==> src/rtl/pid_pkg.sv <==
// Shared PID controller types and default sizing.
// Holds the sequencing FSM encoding used by the PID term blocks.
package pid_pkg;

  typedef enum logic [1:0] {
    S_IDLE = 2'd0,
    S_MUL  = 2'd1,
    S_DONE = 2'd2
  } state_t;

  localparam int EW_DEF    = 8;
  localparam int KW_DEF    = 6;
  localparam int DEPTH_DEF = 4;
  localparam int OW_DEF    = 12;

endpackage

==> src/rtl/shift_add_mul.sv <==
// Sequential signed x unsigned shift-add multiplier, one b bit per cycle.
// Ports: clk, rst (async high), start_i, a_i (signed AW), b_i (unsigned BW),
//        done_o (high in the cycle of the final step), p_o (signed AW+BW).
module shift_add_mul #(
  parameter int AW = 9,
  parameter int BW = 6
) (
  input  logic                 clk,
  input  logic                 rst,
  input  logic                 start_i,
  input  logic signed [AW-1:0] a_i,
  input  logic [BW-1:0]        b_i,
  output logic                 done_o,
  output logic signed [AW+BW-1:0] p_o
);

  localparam int PW = AW + BW;
  localparam int CW = $clog2(BW + 1);

  logic signed [PW-1:0] mc_q, mc_d;
  logic signed [PW-1:0] acc_q, acc_d;
  logic [BW-1:0]        mp_q, mp_d;
  logic [CW-1:0]        cnt_q, cnt_d;
  logic                 run_q, run_d;
  logic                 last;

  // last step lands in acc_q at the coming edge;
  // p_o is final from the following cycle on
  assign last   = run_q && (cnt_q == CW'(BW - 1));
  assign done_o = last;
  assign p_o    = acc_q;

  always_comb begin
    mc_d  = mc_q;
    acc_d = acc_q;
    mp_d  = mp_q;
    cnt_d = cnt_q;
    run_d = run_q;
    if (start_i) begin
      mc_d  = PW'(a_i);
      mp_d  = b_i;
      acc_d = '0;
      cnt_d = '0;
      run_d = 1'b1;
    end else if (run_q) begin
      if (mp_q[0]) begin
        acc_d = acc_q + mc_q;
      end
      mc_d  = mc_q <<< 1;
      mp_d  = mp_q >> 1;
      cnt_d = cnt_q + CW'(1);
      if (last) begin
        run_d = 1'b0;
      end
    end
  end

  always_ff @(posedge clk or posedge rst) begin
    if (rst) begin
      mc_q  <= '0;
      acc_q <= '0;
      mp_q  <= '0;
      cnt_q <= '0;
      run_q <= 1'b0;
    end else begin
      mc_q  <= mc_d;
      acc_q <= acc_d;
      mp_q  <= mp_d;
      cnt_q <= cnt_d;
      run_q <= run_d;
    end
  end

endmodule

==> src/rtl/pid_derivative.sv <==
// PID derivative term: sample history, difference, gain multiply, saturate.
// Ports: clk, rst (async high), ena, e, k_d, mode in; busy, d_contrib,
//        d_valid out. mode 0 = single-step, 1 = DEPTH-span averaged diff.
module pid_derivative
  import pid_pkg::*;
#(
  parameter int EW    = EW_DEF,
  parameter int KW    = KW_DEF,
  parameter int DEPTH = DEPTH_DEF,
  parameter int OW    = OW_DEF
) (
  input  logic                 clk,
  input  logic                 rst,
  input  logic                 ena,
  input  logic signed [EW-1:0] e,
  input  logic [KW-1:0]        k_d,
  input  logic                 mode,
  output logic                 busy,
  output logic signed [OW-1:0] d_contrib,
  output logic                 d_valid
);

  localparam int DW = EW + 1;
  localparam int PW = DW + KW;
  localparam int LD = $clog2(DEPTH);
  localparam int SW = (PW > OW) ? PW : OW;

  state_t state_q, state_d;

  logic signed [EW-1:0] hist_q [DEPTH];
  logic signed [EW-1:0] hist_d [DEPTH];
  logic                 primed_q, primed_d;
  logic signed [OW-1:0] dc_q, dc_d;
  logic                 dv_q, dv_d;

  logic                 accept;
  logic signed [EW-1:0] newest, oldest;
  logic signed [DW-1:0] step, span, diff;
  logic                 mul_done;
  logic signed [PW-1:0] prod;

  function automatic logic signed [OW-1:0] sat(
    input logic signed [PW-1:0] x
  );
    logic signed [SW-1:0] xs, hi, lo;
    xs         = SW'(x);
    hi         = '0;
    hi[OW-2:0] = '1;
    lo         = ~hi;
    if (xs > hi) begin
      sat = hi[OW-1:0];
    end else if (xs < lo) begin
      sat = lo[OW-1:0];
    end else begin
      sat = xs[OW-1:0];
    end
  endfunction

  assign accept = ena && (state_q == S_IDLE);
  assign busy   = (state_q != S_IDLE);

  // before priming, history reads as the incoming sample -> diff 0
  assign newest = primed_q ? hist_q[0] : e;
  assign oldest = primed_q ? hist_q[DEPTH-1] : e;
  assign step   = DW'(e) - DW'(newest);
  assign span   = DW'(e) - DW'(oldest);
  assign diff   = mode ? (span >>> LD) : step;

  shift_add_mul #(
    .AW (DW),
    .BW (KW)
  ) u_mul (
    .clk     (clk),
    .rst     (rst),
    .start_i (accept),
    .a_i     (diff),
    .b_i     (k_d),
    .done_o  (mul_done),
    .p_o     (prod)
  );

  always_comb begin
    hist_d   = hist_q;
    primed_d = primed_q;
    if (accept) begin
      primed_d = 1'b1;
      for (int i = 0; i < DEPTH; i++) begin
        if (!primed_q || i == 0) begin
          hist_d[i] = e;
        end else begin
          hist_d[i] = hist_q[i-1];
        end
      end
    end
  end

  always_comb begin
    state_d = state_q;
    dc_d    = dc_q;
    dv_d    = 1'b0;
    unique case (state_q)
      S_IDLE: begin
        if (accept) begin
          state_d = S_MUL;
        end
      end
      S_MUL: begin
        if (mul_done) begin
          state_d = S_DONE;
        end
      end
      S_DONE: begin
        state_d = S_IDLE;
        dc_d    = sat(prod);
        dv_d    = 1'b1;
      end
      default: begin
        state_d = S_IDLE;
      end
    endcase
  end

  always_ff @(posedge clk or posedge rst) begin
    if (rst) begin
      state_q  <= S_IDLE;
      dc_q     <= '0;
      dv_q     <= 1'b0;
      primed_q <= 1'b0;
      for (int i = 0; i < DEPTH; i++) begin
        hist_q[i] <= '0;
      end
    end else begin
      state_q  <= state_d;
      dc_q     <= dc_d;
      dv_q     <= dv_d;
      primed_q <= primed_d;
      hist_q   <= hist_d;
    end
  end

  assign d_contrib = dc_q;
  assign d_valid   = dv_q;

endmodule

==> config.mk <==
export PLATFORM = sky130hd
export DESIGN_NAME = pid_derivative
export DESIGN_NICKNAME = d
export VERILOG_FILES = /design/src/rtl/pid_pkg.sv /design/src/rtl/shift_add_mul.sv /design/src/rtl/pid_derivative.sv
export SDC_FILE = /design/constraint.sdc
export NUM_CORES = 1
export LEC_CHECK = 0
export BUFFER_PORTS_ARGS = -buffer_cell sky130_fd_sc_hd__buf_4
export CORE_MARGIN = 3
export CORE_UTILIZATION = 30
export DETAILED_ROUTE_END_ITERATION = 16
export PLACE_DENSITY = 0.54
export SLEW_MARGIN = 0
export SYNTH_ARGS = -nofsm -noshare
export SYNTH_HDL_FRONTEND = slang
export SYNTH_SLANG_ARGS = --single-unit
==> constraint.sdc <==
create_clock -name clk -period 5.22 [get_ports clk]
set_input_delay 0 -clock clk [delete_from_list [all_inputs] [get_ports clk]]
set_output_delay 0 -clock clk [all_outputs]
set_load 0.02 [all_outputs]
==> flow_metrics.tcl <==
set metrics [dict create \
    io_buffer_count 31 \
    antenna_found_initial 0 \
    worstPathMaxFanout 42 \
    clkTransAtPathRegs_ns 0.06 \
    r2r_slack_ns 2.19 \
    grt_pass1_vias 3757 \
    grt_usage_pct 11.72 \
    postPlaceCellArea_sq_mm 0.005383 \
    cts_max_level 3 \
    crit_required_ns 5.41 \
    synth_cell_type_count 45 \
    cp-startpoint "primed_q" \
    via_per_inst 4.777 \
    hold_ws_ns 0.01611 \
    reg2reg_to "u_mul.mc_q[14]" \
    synth_area_per_cell_sq_um 8.862 \
    rsz0062_at_grt "false" \
    cp-end-kind "flip-flop" \
    drc_errors 0 \
    layout_setup_ws_ns 2.190 \
    syn_area_sq_mm 0.004936 \
    rows 46 \
    cts_tree "done" \
    grt_max_degree 89 \
    cts_sinks 88 \
    syn_to_final_growth_pct 17.64 \
    reg2regPathDepth 12 \
    holdCritPathClass "in -> async" \
    p_leak_uw 0.002712 \
    fin_crit_sh_pct 58.05 \
    max_freq_ghz 0.3300 \
    slew_headroom_pct 26.67 \
    routed_wl_mm 10.01 \
    dieArea_sq_mm 0.01803 \
    final_cell_area_sq_mm 0.005807 \
    nets 643 \
    overflow 0 \
    clkLatencyLatePin_ns 0.34 \
    grt_pass1_wl_mm 17.45 \
    gp_congestion 0.8787 \
    report.final.slew_viol_count 0 \
    vias 3884 \
    antenna_cells 0 \
    status "completed" \
    drtAntennaViolNets 0 \
    io_pins 32 \
    layout_common_cells "110 x nand2_1, 88 x dfrtp_1, 67 x a21oi_1" \
    routedWlPerCell_microns 12.31 \
    drtPass1Iterations 4 \
    layout_commonest_cell "nand2_1" \
    die_h_microns 134.3 \
    fin_util_pct 36.29 \
    preCtsSetupSlack_ns 2.219 \
    endpoint "u_mul.mc_q[14]" \
    drt_iter0_drc 166 \
    synth_seq_cells 88 \
    yosysSeqAreaShare_pct 44.61 \
    ys_warn_count 0 \
    arrival_ns 3.22 \
    async_flop_share_pct 100.0 \
    clockBufferDepth 2 \
    cts-buffers-inserted 9 \
    hold_viol 0 \
    n_fill_cell 1644 \
    ctsResizeCount 0 \
    min_period_ns 3.030 \
    critPathLaunchType "flip-flop" \
    synth-edff-count 0 \
    syn_inst 557 \
    place_hpwl_mm 7.082 \
    cts-root-buf "clkbuf_16" \
    finClkSkew_ns 0.006471 \
    timing.rr.start "primed_q" \
    start_util_pct 30.85 \
    synth_ff_type "dfrtp_1" \
    fin_tns_setup_ns 0 \
    layout-drive-gt1-share_pct 10.05 \
    peakVddDrop_mv 0.2115 \
    pwr_density_cell_mw_per_mm2 603.6 \
    setup_viol 0 \
    syn-num-nets 608 \
    crit_type "reg -> reg" \
    tightest_slew_ns 1.100 \
    die_w_microns 134.3 \
    design.core.area_sq_mm 0.01600 \
    max_cap_violations 0 \
]
==> state kept, by name (all words and copies together), names as in the netlist <==
name         count
state_q          2
u_mul.cnt_q      3
hist_q          32
u_mul.run_q      1
u_mul.mp_q       6
d_contrib       12
u_mul.mc_q      15
primed_q         1
d_valid          1
u_mul.p_o       15
==> worst max-delay path, cell delays in order (launching register included) <==
cell	delay (ns)
dfrtp_1	0.34
buf_4	0.35
nor2_1	0.13
a21o_1	0.19
ha_1	0.21
fa_1	0.38
nor2b_1	0.17
o21a_1	0.14
o21ai_0	0.12
a21oi_1	0.21
o22ai_1	0.11
o22ai_1	0.43
a21oi_1	0.09
==> per-layer routing <==
metal	vias to the layer above	GRT usage (%)	part of all wire, %
li1	2019	-	-
met1	1795	15.12	49
met4	0	3.676	1.3
met2	56	19.13	46
met3	14	3.263	4.0
met5	-	0	0
==> where the power goes <==
group / total (uW) / internal (uW) / switching [uW]
logic: 1730 / 757 / 972
registers: 1160 / 970 / 195
clock network: 611 / 347 / 264
==> worst min path at each step <==
stage | from | to | cells past startpoint
6_report | rst | u_mul.cnt_q[0] | 3
4_1_cts | e[0] | hist_q[24] | 3
3_3_place_gp | k_d[5] | u_mul.mp_q[5] | 3
5_1_grt | e[0] | hist_q[24] | 3
3_5_place_dp | k_d[2] | u_mul.mp_q[2] | 3
2_1_floorplan | e[2] | hist_q[26] | 2
==> area by class of cell <==
class	count	area, sq um	area share (%)
clock buffers	11	252.7	4.353
clock inverters	5	31.28	0.5387
inverters	16	61.31	1.056
multi-input cells	427	2579	44.41
flip-flops and latches	88	2202	37.92
well taps	216	270.3	4.654
repair buffers	50	410.4	7.067
==> Yosys cell counts (2+ instances only) <==
master,count,share of area (%)
nor2b_1,14,1.8
xor2_1,7,1.2
o211ai_1,2,0.30
o21ai_0,53,5.4
nand2b_1,4,0.51
clkbuf_1,20,1.5
nor3_1,7,0.71
fa_1,2,0.81
a21oi_1,67,6.8
a31oi_1,4,0.51
mux2i_1,18,3.7
inv_1,16,1.2
nand2_1,111,8.4
dfrtp_1,88,45
o21a_1,5,0.76
and3_1,2,0.25
ha_1,31,7.9
o22ai_1,3,0.38
nand3b_1,2,0.30
nor2_1,28,2.1
buf_1,6,0.46
a21o_1,7,1.1
o21ai_1,4,0.41
or3_1,5,0.63
xnor2_1,11,2.0
and2_1,3,0.38
nand3_1,9,0.91
a211oi_1,11,1.7
==> stage by stage <==
stage | total power (uW) | instances
after floorplan | 2514 | 557
after global placement | 2849 | 783
after detailed placement | 2904 | 783
after CTS | 3543 | 813
after global routing | 3855 | 813
final | 3505 | 813
==> logic make-up after synthesis <==
kind of cell	after synthesis	synth area share, %
compound gates	167	19.62
simple gates	190	16.83
fa+ha+maj	33	8.669
xor+xnor	18	3.194
mux	19	3.878
buf+inv	42	3.194
flops	88	44.61
==> repair_timing <==
item | in CTS | in global routing
setup buffers | 0 | 0
hold buffers | 14 | 0
endpoints found under the hold margin | 14 | 0
Note: power is estimated with default switching activity, not from simulation.
